--- src/rtl/modulo_mef_dispensador_rolhas_pkg.sv ---
// rtl/modulo_mef_dispensador_rolhas_pkg.sv - shared definitions for the cork dispenser
package modulo_mef_dispensador_rolhas_pkg;

  // Default block parameters
  localparam int CAP_DEF    = 99;  // reservoir capacity in corks
  localparam int REFILL_DEF = 15;  // corks added per load event
  localparam int DOZEN_DEF  = 12;  // sealed bottles per box
  localparam int LOW_DEF    = 5;   // low-level threshold in corks

  localparam int CNT_RO_W = 7;
  localparam int CNT_DZ_W = 4;

  // Controller states
  typedef enum logic [1:0] {
    ST_IDLE     = 2'd0,
    ST_DISP     = 2'd1,
    ST_WAIT_REL = 2'd2,
    ST_BOX_FULL = 2'd3
  } state_e;

  // Reservoir update: optional load and optional take in the same cycle, saturated at cap.
  // A take only happens with a non-zero count, so the result never goes negative.
  function automatic logic [CNT_RO_W-1:0] ro_update(
    input logic [CNT_RO_W-1:0] cnt,
    input logic                load,
    input logic                take,
    input int                  refill,
    input int                  cap
  );
    int sum;
    sum = int'(cnt) + (load ? refill : 0) - (take ? 1 : 0);
    if (sum > cap) begin
      sum = cap;
    end
    if (sum < 0) begin
      sum = 0;
    end
    return sum[CNT_RO_W-1:0];
  endfunction

endpackage

--- src/rtl/modulo_detector_borda.sv ---
// rtl/modulo_detector_borda.sv - rising-edge detector with freezable history
module modulo_detector_borda (
  input  logic clk,
  input  logic rst,
  input  logic enable,
  input  logic d,
  output logic pulse
);

  logic d_hist_q;
  logic d_hist_d;

  // History only advances while the block is enabled
  always_comb begin
    d_hist_d = d_hist_q;
    if (enable) begin
      d_hist_d = d;
    end
  end

  // One-cycle-delayed copy of the input
  always_ff @(posedge clk or posedge rst) begin
    if (rst) begin
      d_hist_q <= 1'b0;
    end else begin
      d_hist_q <= d_hist_d;
    end
  end

  assign pulse = enable & d & ~d_hist_q;

endmodule

--- src/rtl/modulo_mef_dispensador_rolhas.sv ---
// rtl/modulo_mef_dispensador_rolhas.sv - cork dispenser controller with box counting
module modulo_mef_dispensador_rolhas
  import modulo_mef_dispensador_rolhas_pkg::*;
#(
  parameter int CAP    = CAP_DEF,
  parameter int REFILL = REFILL_DEF,
  parameter int DOZEN  = DOZEN_DEF,
  parameter int LOW    = LOW_DEF
) (
  input  logic                clk,
  input  logic                rst,
  input  logic                enable,
  input  logic                ve,
  input  logic                add,
  input  logic                cx,
  output logic                ro,
  output logic                dp,
  output logic                eb,
  output logic                al,
  output logic [CNT_RO_W-1:0] cnt_ro,
  output logic [CNT_DZ_W-1:0] cnt_dz
);

  state_e              state_q, state_d;
  logic [CNT_RO_W-1:0] cnt_ro_q, cnt_ro_d;
  logic [CNT_DZ_W-1:0] cnt_dz_q, cnt_dz_d;

  logic ve_pulse;
  logic add_pulse;
  logic cx_pulse;
  logic take;

  modulo_detector_borda u_det_ve (
    .clk    (clk),
    .rst    (rst),
    .enable (enable),
    .d      (ve),
    .pulse  (ve_pulse)
  );

  modulo_detector_borda u_det_add (
    .clk    (clk),
    .rst    (rst),
    .enable (enable),
    .d      (add),
    .pulse  (add_pulse)
  );

  modulo_detector_borda u_det_cx (
    .clk    (clk),
    .rst    (rst),
    .enable (enable),
    .d      (cx),
    .pulse  (cx_pulse)
  );

  // A cork is consumed only from IDLE with stock available
  always_comb begin
    take = enable && ve_pulse && (state_q == ST_IDLE) && (cnt_ro_q != '0);
  end

  // State and counter registers
  always_ff @(posedge clk or posedge rst) begin
    if (rst) begin
      state_q  <= ST_IDLE;
      cnt_ro_q <= '0;
      cnt_dz_q <= '0;
    end else begin
      state_q  <= state_d;
      cnt_ro_q <= cnt_ro_d;
      cnt_dz_q <= cnt_dz_d;
    end
  end

  // Next state and counter updates; everything holds while disabled
  always_comb begin
    state_d  = state_q;
    cnt_ro_d = cnt_ro_q;
    cnt_dz_d = cnt_dz_q;
    if (enable) begin
      // Loads are accepted in every state and may coincide with a take
      cnt_ro_d = ro_update(cnt_ro_q, add_pulse, take, REFILL, CAP);
      unique case (state_q)
        ST_IDLE: begin
          if (take) begin
            state_d  = ST_DISP;
            cnt_dz_d = cnt_dz_q + 1'b1;
          end
        end
        ST_DISP: begin
          if (cnt_dz_q == CNT_DZ_W'(DOZEN)) begin
            state_d = ST_BOX_FULL;
          end else begin
            state_d = ST_WAIT_REL;
          end
        end
        ST_WAIT_REL: begin
          // Wait for the seal command to drop so one command never takes two corks
          if (!ve) begin
            state_d = ST_IDLE;
          end
        end
        ST_BOX_FULL: begin
          if (cx_pulse) begin
            state_d  = ST_IDLE;
            cnt_dz_d = '0;
          end
        end
        default: begin
          state_d = ST_IDLE;
        end
      endcase
    end
  end

  // Output decode
  always_comb begin
    dp     = enable && (state_q == ST_DISP);
    eb     = (state_q == ST_BOX_FULL);
    ro     = enable && (cnt_ro_q != '0) &&
             ((state_q == ST_IDLE) || (state_q == ST_WAIT_REL));
    al     = (cnt_ro_q <= CNT_RO_W'(LOW));
    cnt_ro = cnt_ro_q;
    cnt_dz = cnt_dz_q;
  end

endmodule

--- config.mk ---
export PLATFORM = sky130hd
export DESIGN_NAME = modulo_mef_dispensador_rolhas
export DESIGN_NICKNAME = d
export VERILOG_FILES = /design/src/rtl/modulo_mef_dispensador_rolhas_pkg.sv /design/src/rtl/modulo_detector_borda.sv /design/src/rtl/modulo_mef_dispensador_rolhas.sv
export SDC_FILE = /design/constraint.sdc
export NUM_CORES = 1
export LEC_CHECK = 0
export CORE_MARGIN = 2
export CORE_UTILIZATION = 57
export DETAILED_ROUTE_END_ITERATION = 6
export HOLD_SLACK_MARGIN = 0.08
export MAX_ROUTING_LAYER = met4
export PLACE_DENSITY = 0.85
export SETUP_SLACK_MARGIN = 0.05
export SYNTH_ARGS = -nofsm -noshare
export SYNTH_HDL_FRONTEND = slang
export SYNTH_SLANG_ARGS = --single-unit
--- constraint.sdc ---
create_clock -name clk -period 5.17 [get_ports clk]
set_clock_uncertainty 0.05 [all_clocks]
set_input_delay 0.7755 -clock clk [delete_from_list [all_inputs] [get_ports clk]]
set_output_delay 0.7755 -clock clk [all_outputs]
set_load 0.005 [all_outputs]
Word level (Yosys, flattened, before mapping):

Index checks and enable logic that the tools add are counted.

* register bits after elaboration: 16
* bits of input ports: 6
* output and inout bits: 15

* add/subtract/negate cells: 3
* order comparisons: 3
* eq/ne operators: 7
* multiplexer cells: 13
* bitwise operators: 9
* reduce and logical (&&, ||, !) cells: 12

Operators with widths (number)
* $mux 32: 2
* $lt 32x1->1 const B: 1
* $mux 4: 3
* $gt 9x8->1 const B: 1
* $sub 8x1->9: 1
* $add 7x4->8: 1
* $pmux 2 s4: 1
* $pmux 4 s2: 1
* $reduce_and 4->1: 2
* $le 7x3->1 const B: 1
* $mux 7: 1
* $reduce_bool 7->1: 1
* $and 1x1->1: 6
* $logic_and 1x1->1: 6
* $mux 2: 3
* $add 4x1->4 const B: 1
* $eq 2x2->1 const B: 2
* $eq 4x4->1 const B: 1
* $ne 2x2->1 const B: 2
* $not 1->1: 3
* $eq 2x1->1 const B: 1
* $logic_not 2->1: 1
* $mux 1: 2
* $ne 2x1->1 const B: 1
* other kinds (2): 2

Logic depth before layout (Yosys ltp):

Gate-level depths: netlist of run 1.

* depth after elaboration: 12
* mapped depth: 13

Modules after synthesis:

Synthesis of run 1 repeated with hierarchy kept, for this count alone.

* cells, all modules: 138
* area, all modules: 1260.0 um2

By module, submodules not included
* modulo_mef_dispensador_rolhas: times used 1, cells each 126, area an instance 1098.6 um2
* modulo_detector_borda: times used 3, cells each 4, area an instance 53.8 um2

Worst setup path after synthesis of run 1:

OpenSTA, ideal clock, no wires.

* path type: input to register
* start point: in ve
* end point: reg cnt_ro_q[1] (netlist: cnt_ro[1])
* library setup time: 0.129 ns
* arrival: 3.494 ns
* setup slack: 1.497 ns
* cell stages on the path: 11
* buffers on the path: 0
* cell sequence: or3b_2 > a211oi_2 > ha_1 > inv_1 > ha_1 > fa_1 > a21oi_2 > nor2_1 > a311oi_2 > a311oi_2 > o41a_1

* cells in the longest elaborated chain, start to end: 12

Ends and longest elaborated chain
* start, declared: line modulo_mef_dispensador_rolhas.sv:13 `input logic ve,`
* $and 1x1->1 * (2 in series): line modulo_detector_borda.sv:30 `assign pulse = enable & d & ~d_hist_q;`
* $logic_and 1x1->1 * (3 in series): line modulo_mef_dispensador_rolhas.sv:59 `take = enable && ve_pulse && (state_q == ST_IDLE) && (cnt_ro_q != '0);`
* $mux 1 *: line modulo_mef_dispensador_rolhas_pkg.sv:31 `sum = int'(cnt) + (load ? refill : 0) - (take ? 1 : 0);`
* $sub 8x1->9 *: line modulo_mef_dispensador_rolhas_pkg.sv:31
* $gt 9x8->1: line modulo_mef_dispensador_rolhas_pkg.sv:32 `if (sum > cap) begin`
* $mux 32 *: line modulo_mef_dispensador_rolhas_pkg.sv:32
* $mux 32 *: line modulo_mef_dispensador_rolhas.sv:80 `if (enable) begin`
* $lt 32x1->1: line modulo_mef_dispensador_rolhas_pkg.sv:35 `if (sum < 0) begin`
* $mux 7 *: line modulo_mef_dispensador_rolhas_pkg.sv:35
* end signal, assigned: line modulo_mef_dispensador_rolhas.sv:70 `cnt_ro_q <= cnt_ro_d;`
* end, declared: line modulo_mef_dispensador_rolhas.sv:25 `logic [CNT_RO_W-1:0] cnt_ro_q, cnt_ro_d;`

Every way passes the cells marked *; elsewhere a longest branch is shown, timed or not. The select of a mux whose other input is x is not followed.
A chain may end at the register's enable or synchronous reset.

Worst setup path in the final report of run 1:

Ends and elaborated chain as after synthesis.

==> results.tsv, run 1 <==
metric	value	unit
status	complete, no violations	
synthTopCellsByCount	inv_1, dfrtp_1, ha_1	
synth-seq-cells	16	
start_util	0.607	
grt_max_degree	17	
viasPerCell	5.82	
pin_count	21	
synth_top_area_frac	0.298	
synth_flop_cell	dfrtp_1	
met1_length	1440	µm
yosys-top-cells-area	dfrtp_1, ha_1, inv_1	
clk_latency	290	ps
irDropWorstVdd	0.000486	V
syn-mean-instance-area	8.77	µm²
path_clk_slew	80	ps
gp_congestion	0.907	
critPathKind	primary input to flip-flop	
wl_met3	113	µm
diodes	0	
fill_cells	180	
worst_pin_slew	645	ps
hold_viol	0	
drtAntennaViolNets	0	
grt_pass1_vias	1181	
synth_cell_type_count	41	
rsz0062_at_grt	false	
wl_met2	1450	µm
dieArea	0.00276	mm²
synth-edff-count	0	
cts_tree	done	
fin_nets	201	
yosys.area_share.simple	0.153	
yosysWarnings	0	
async_flop_share	1.00	
finalCritPeriodShare	0.827	
dr.pass1.iters	4	
synth_top_family_by_area	compound AO/OA/AOI/OAI gates	
die_h	52.5	µm
hold_path.class	flip-flop to flip-flop	
cp.required	5290	ps
p_total	1040	µW
chipWidth	52.5	µm
gr-total-overflow	0	
synth_compound_gate_area_share	0.259	
dp.cells	201	
cp.arrival	4390	ps
postCtsHoldBufs	0	
cts_num_sinks	16	
synth.largest_area_cell	dfrtp_1	
cts_buffers	3	
drc_errors	0	
synth-seq-area-share	0.298	
cts_resized	0	
drive_above_1_share	0.0966	
syn_to_final_growth	19.5	%
vias	1188	
grt_use_total	0.265	
synth_nets	176	
slew_violations	0	
yosys.area_share.xor_xnor	0.0261	
syn-instance-count	153	
wl_per_cell	14.8	µm
htree_levels	1	
synth.mux.area_fraction	0.0326	
port_buffers	20	
max-cap-violations	0	
hpwl	2400	µm
min_period	4280	ps
fin_setup_tns	0	ps
final_cells	204	
worstSetupStartpointType	primary input	
p_leak	0.000744	µW
worstPathMaxFanout	8	
p_per_area	649	mW/mm²
critPathCaptureType	flip-flop	
core_area	0.00221	mm²
postCtsSetupBuffers	0	
fmax	234	MHz
relSlewSlack	0.564	
antenna_found_initial	0	
setup_viol	0	
grt_pass1_wl	5280	µm
drt_wl_total	3010	µm
top_layer	met3	
synthAdderAreaFrac	0.164	
syn_area	0.00134	mm²
cts_buffer_depth	2	
core.rowCount	17	
yosysMostFrequentCell	inv_1	
drt_iter0_drc	19	
clockRootBuffer	clkbuf_4	
[final cells by class]
class,instances,area (µm²),share of cell area
clock buffers,3,22.5,0.0140
repair buffers,21,208,0.129
multi-input cells,113,852,0.531
inverters,23,86.3,0.0538
well taps,28,35.0,0.0218
flip-flops and latches,16,400,0.250
[kinds of logic (layout without fill, tap and decap cells)]
logic type / count (synthesis) / count (layout)
adder cells (fa/ha/maj): 17 / 17
flip-flops: 16 / 16
multiplexers: 4 / 4
buffers and inverters: 24 / 47
AO/OA/AOI/OAI: 48 / 48
AND/OR/NAND/NOR: 40 / 40
XOR/XNOR: 4 / 4
[power by group]
part           leakage (µW)  internal, µW  switching (µW)
Combinational      0.000532           344             402
Clock             0.0000138          27.1            39.4
Sequential         0.000198           172            56.9
Total              0.000744           543             498
[metrics by stage]
| step | hold slack (ps) | instance area [µm²] | worst slack [ps] | util |
|---|---|---|---|---|
| finish | 453 | 1600 | 895 | 0.725 |
| global route | 472 | 1600 | 559 | 0.725 |
| CTS | 459 | 1600 | 934 | 0.725 |
| detailed placement | 444 | 1580 | 614 | 0.715 |
| global placement | 429 | 1580 | 810 | 0.715 |
| floorplan | 421 | 1340 | 1500 | - |
[layout by cell type (no fill, tap or decap), drive strengths merged, types with 3 or more instances in the layout]
cell type / synthesis / layout
o41ai: 3 / 3
nor2b: 4 / 4
xnor2: 3 / 3
dfrtp: 16 / 16
mux2: 3 / 3
clkdlybuf4s50: 0 / 20
nor2: 11 / 11
a21oi: 10 / 10
nand2: 11 / 11
ha: 16 / 16
inv: 23 / 23
clkbuf: 1 / 3
o21ai: 14 / 14
nand2b: 4 / 4
a21o: 4 / 4
[sequential cells by signal, summed over array words and instances (netlist names)]
| signal | flops |
|---|---|
| u_det_add.d_hist_q | 1 |
| u_det_cx.d_hist_q | 1 |
| cnt_ro | 7 |
| state_q | 2 |
| u_det_ve.d_hist_q | 1 |
| cnt_dz | 4 |
[path summary, 6_finish.rpt]
kind | startpoint | to | slack (ps) | cells past startpoint
setup / recovery | ve | cnt_ro[1]$_DFFE_PP0P_ | 900 | 12
hold / removal | cnt_dz[3]$_DFFE_PP0P_ | cnt_dz[3]$_DFFE_PP0P_ | 450 | 1
setup reg to reg | cnt_ro[4]$_DFFE_PP0P_ | cnt_ro[1]$_DFFE_PP0P_ | 1360 | 13
hold reg to reg | cnt_dz[3]$_DFFE_PP0P_ | cnt_dz[3]$_DFFE_PP0P_ | 450 | 1
max in group asynchronous | rst | cnt_ro[3]$_DFFE_PP0P_ | 3880 | 2
min in group asynchronous | rst | u_det_ve.d_hist_q$_DFFE_PP0P_ | 790 | 2
[routing by layer]
metal,track usage,vias to the layer above
li1,-,594
met1,0.364,566
met2,0.425,28
met3,0.0457,0
met4,0.0299,0
met5,-,-
[worst max-delay path: stages]
cell	delay, ps
clkdlybuf4s50_1	490
or3b_2	460
a211oi_2	450
ha_1	200
inv_1	40
ha_1	210
fa_1	450
a21oi_2	230
o21ai_0	130
a41oi_1	580
o21ai_0	220
o41a_1	150
Note: power is estimated with default switching activity, not from simulation.
==> run 2, diff against run 1 <==
Settings changed: CORE_UTILIZATION 57 to 48, PLACE_DENSITY 0.85 to 0.76.
Clock period 5.17 ns to 3.9 ns, I/O delays scaled along.
==> results.tsv, run 2 (same netlist as run 1, synthesis figures left out) <==
metric	value	unit
htree_levels	1	
cts_buffer_depth	2	
path_clk_slew	90	ps
die_h	56.9	µm
wl_met2	1560	µm
hold_viol	0	
fin_nets	207	
critPathBufInv	2	
gp_congestion	0.854	
diodes	0	
dr.pass1.iters	4	
p_per_area	872	mW/mm²
status	complete, no violations	
max-cap-violations	0	
finalWorstSetupSlack	279	ps
core.rowCount	19	
gr-total-overflow	0	
cts_num_sinks	16	
postCtsHoldBufs	0	
postCtsSetupBuffers	0	
fin_area	0.00165	mm²
place_area	0.00163	mm²
clockRootBuffer	clkbuf_4	
vias	1240	
wl_per_cell	15.1	µm
mostFrequentLayoutCells	inv_1, clkdlybuf4s50_1, ha_1, dfrtp_1, o21ai_0	
largest_reg_flops	7	
drt_iter0_drc	40	
critPathCaptureType	flip-flop	
min_period	3620	ps
clk_latency	280	ps
rsz0062_at_grt	false	
worstPathMaxFanout	4	
final_common_cell	inv_1	
port_buffers	20	
grt_use_total	0.226	
drc_errors	0	
worst_pin_slew	614	ps
dieArea	0.00324	mm²
fmax	276	MHz
drt_wl_total	3220	µm
place_ws	-1.08	ps
cts_tree	done	
p_leak	0.000773	µW
met1_length	1460	µm
holdWs	460	ps
chipWidth	56.9	µm
drive_above_1_share	0.126	
critPathKind	primary input to flip-flop	
path_cells	clkdlybuf4s50_1, or3b_2, a211oi_2, ha_1, inv_1, ha_1, fa_1, a21oi_2, nor2_1, a311oi_2, a311oi_2, o41a_1	
crit_family	compound AO/OA/AOI/OAI gates	
top_layer	met4	
syn_to_final_growth	23.1	%
wl_met3	155	µm
cts_buffers	3	
hold_path.class	flip-flop to flip-flop	
start_util	0.495	
pin_count	21	
worstSetupStartpointType	primary input	
p_total	1440	µW
fill_cells	254	
cp.arrival	3740	ps
irDropWorstVdd	0.000631	V
relSlewSlack	0.590	
grt_max_degree	17	
max_stage_delay	490	ps
core_area	0.00271	mm²
grt_pass1_wl	5580	µm
finalCritPeriodShare	0.928	
viasPerCell	5.82	
antenna_found_initial	0	
cp.required	4020	ps
cts_resized	0	
slowest_stage	clkdlybuf4s50_1	
slew_violations	0	
setup_viol	0	
drtAntennaViolNets	0	
grt_pass1_vias	1217	
hpwl	2550	µm
==> run 2: changes by cell type in the layout (fill, tap and decap cells not counted) <==
cell | previous run | this run
buf_4 | 1 | 7
==> run 2: stage by stage <==
stage / utilization / setup TNS [ps] / instances
after floorplan: - / 0 / 153
after global placement: 0.602 / 0 / 210
after detailed placement: 0.602 / -1.08 / 210
after CTS: 0.610 / 0 / 213
after global routing: 0.610 / 0 / 213
final: 0.610 / 0 / 213
==> run 2: routing by layer <==
metal	vias to the layer above	global-route usage
li1	599	-
met1	601	0.292
met2	33	0.355
met3	7	0.0553
met4	0	0.0598
met5	-	-
==> run 2: final cells by class <==
cell class / instances / area, µm² / area share
tap: 31 / 38.8 / 0.0235
timing repair buffer: 27 / 253 / 0.153
multi-input combinational: 113 / 852 / 0.516
sequential: 16 / 400 / 0.242
inverter: 23 / 86.3 / 0.0522
clock buffer: 3 / 22.5 / 0.0136
==> run 2: path summary, 6_finish.rpt <==
| check | end | from | cells after the start | slack, ps |
|---|---|---|---|---|
| max | cnt_ro[1]$_DFFE_PP0P_ | ve | 12 | 280 |
| min | u_det_add.d_hist_q$_DFFE_PP0P_ | u_det_add.d_hist_q$_DFFE_PP0P_ | 1 | 460 |
| max reg2reg | cnt_ro[1]$_DFFE_PP0P_ | cnt_ro[0]$_DFFE_PP0P_ | 11 | 430 |
| min reg2reg | u_det_add.d_hist_q$_DFFE_PP0P_ | u_det_add.d_hist_q$_DFFE_PP0P_ | 1 | 460 |
| max in group asynchronous | cnt_ro[3]$_DFFE_PP0P_ | rst | 2 | 2790 |
| min in group asynchronous | cnt_dz[2]$_DFFE_PP0P_ | rst | 2 | 620 |
==> run 2: report_power, final <==
group	leakage [µW]	internal, µW	total [µW]	switching, µW
combinational	0.000561	507	1050	543
sequential	0.000198	228	307	79.2
clock	0.0000138	35.8	85.1	49.2
total	0.000773	770	1440	671
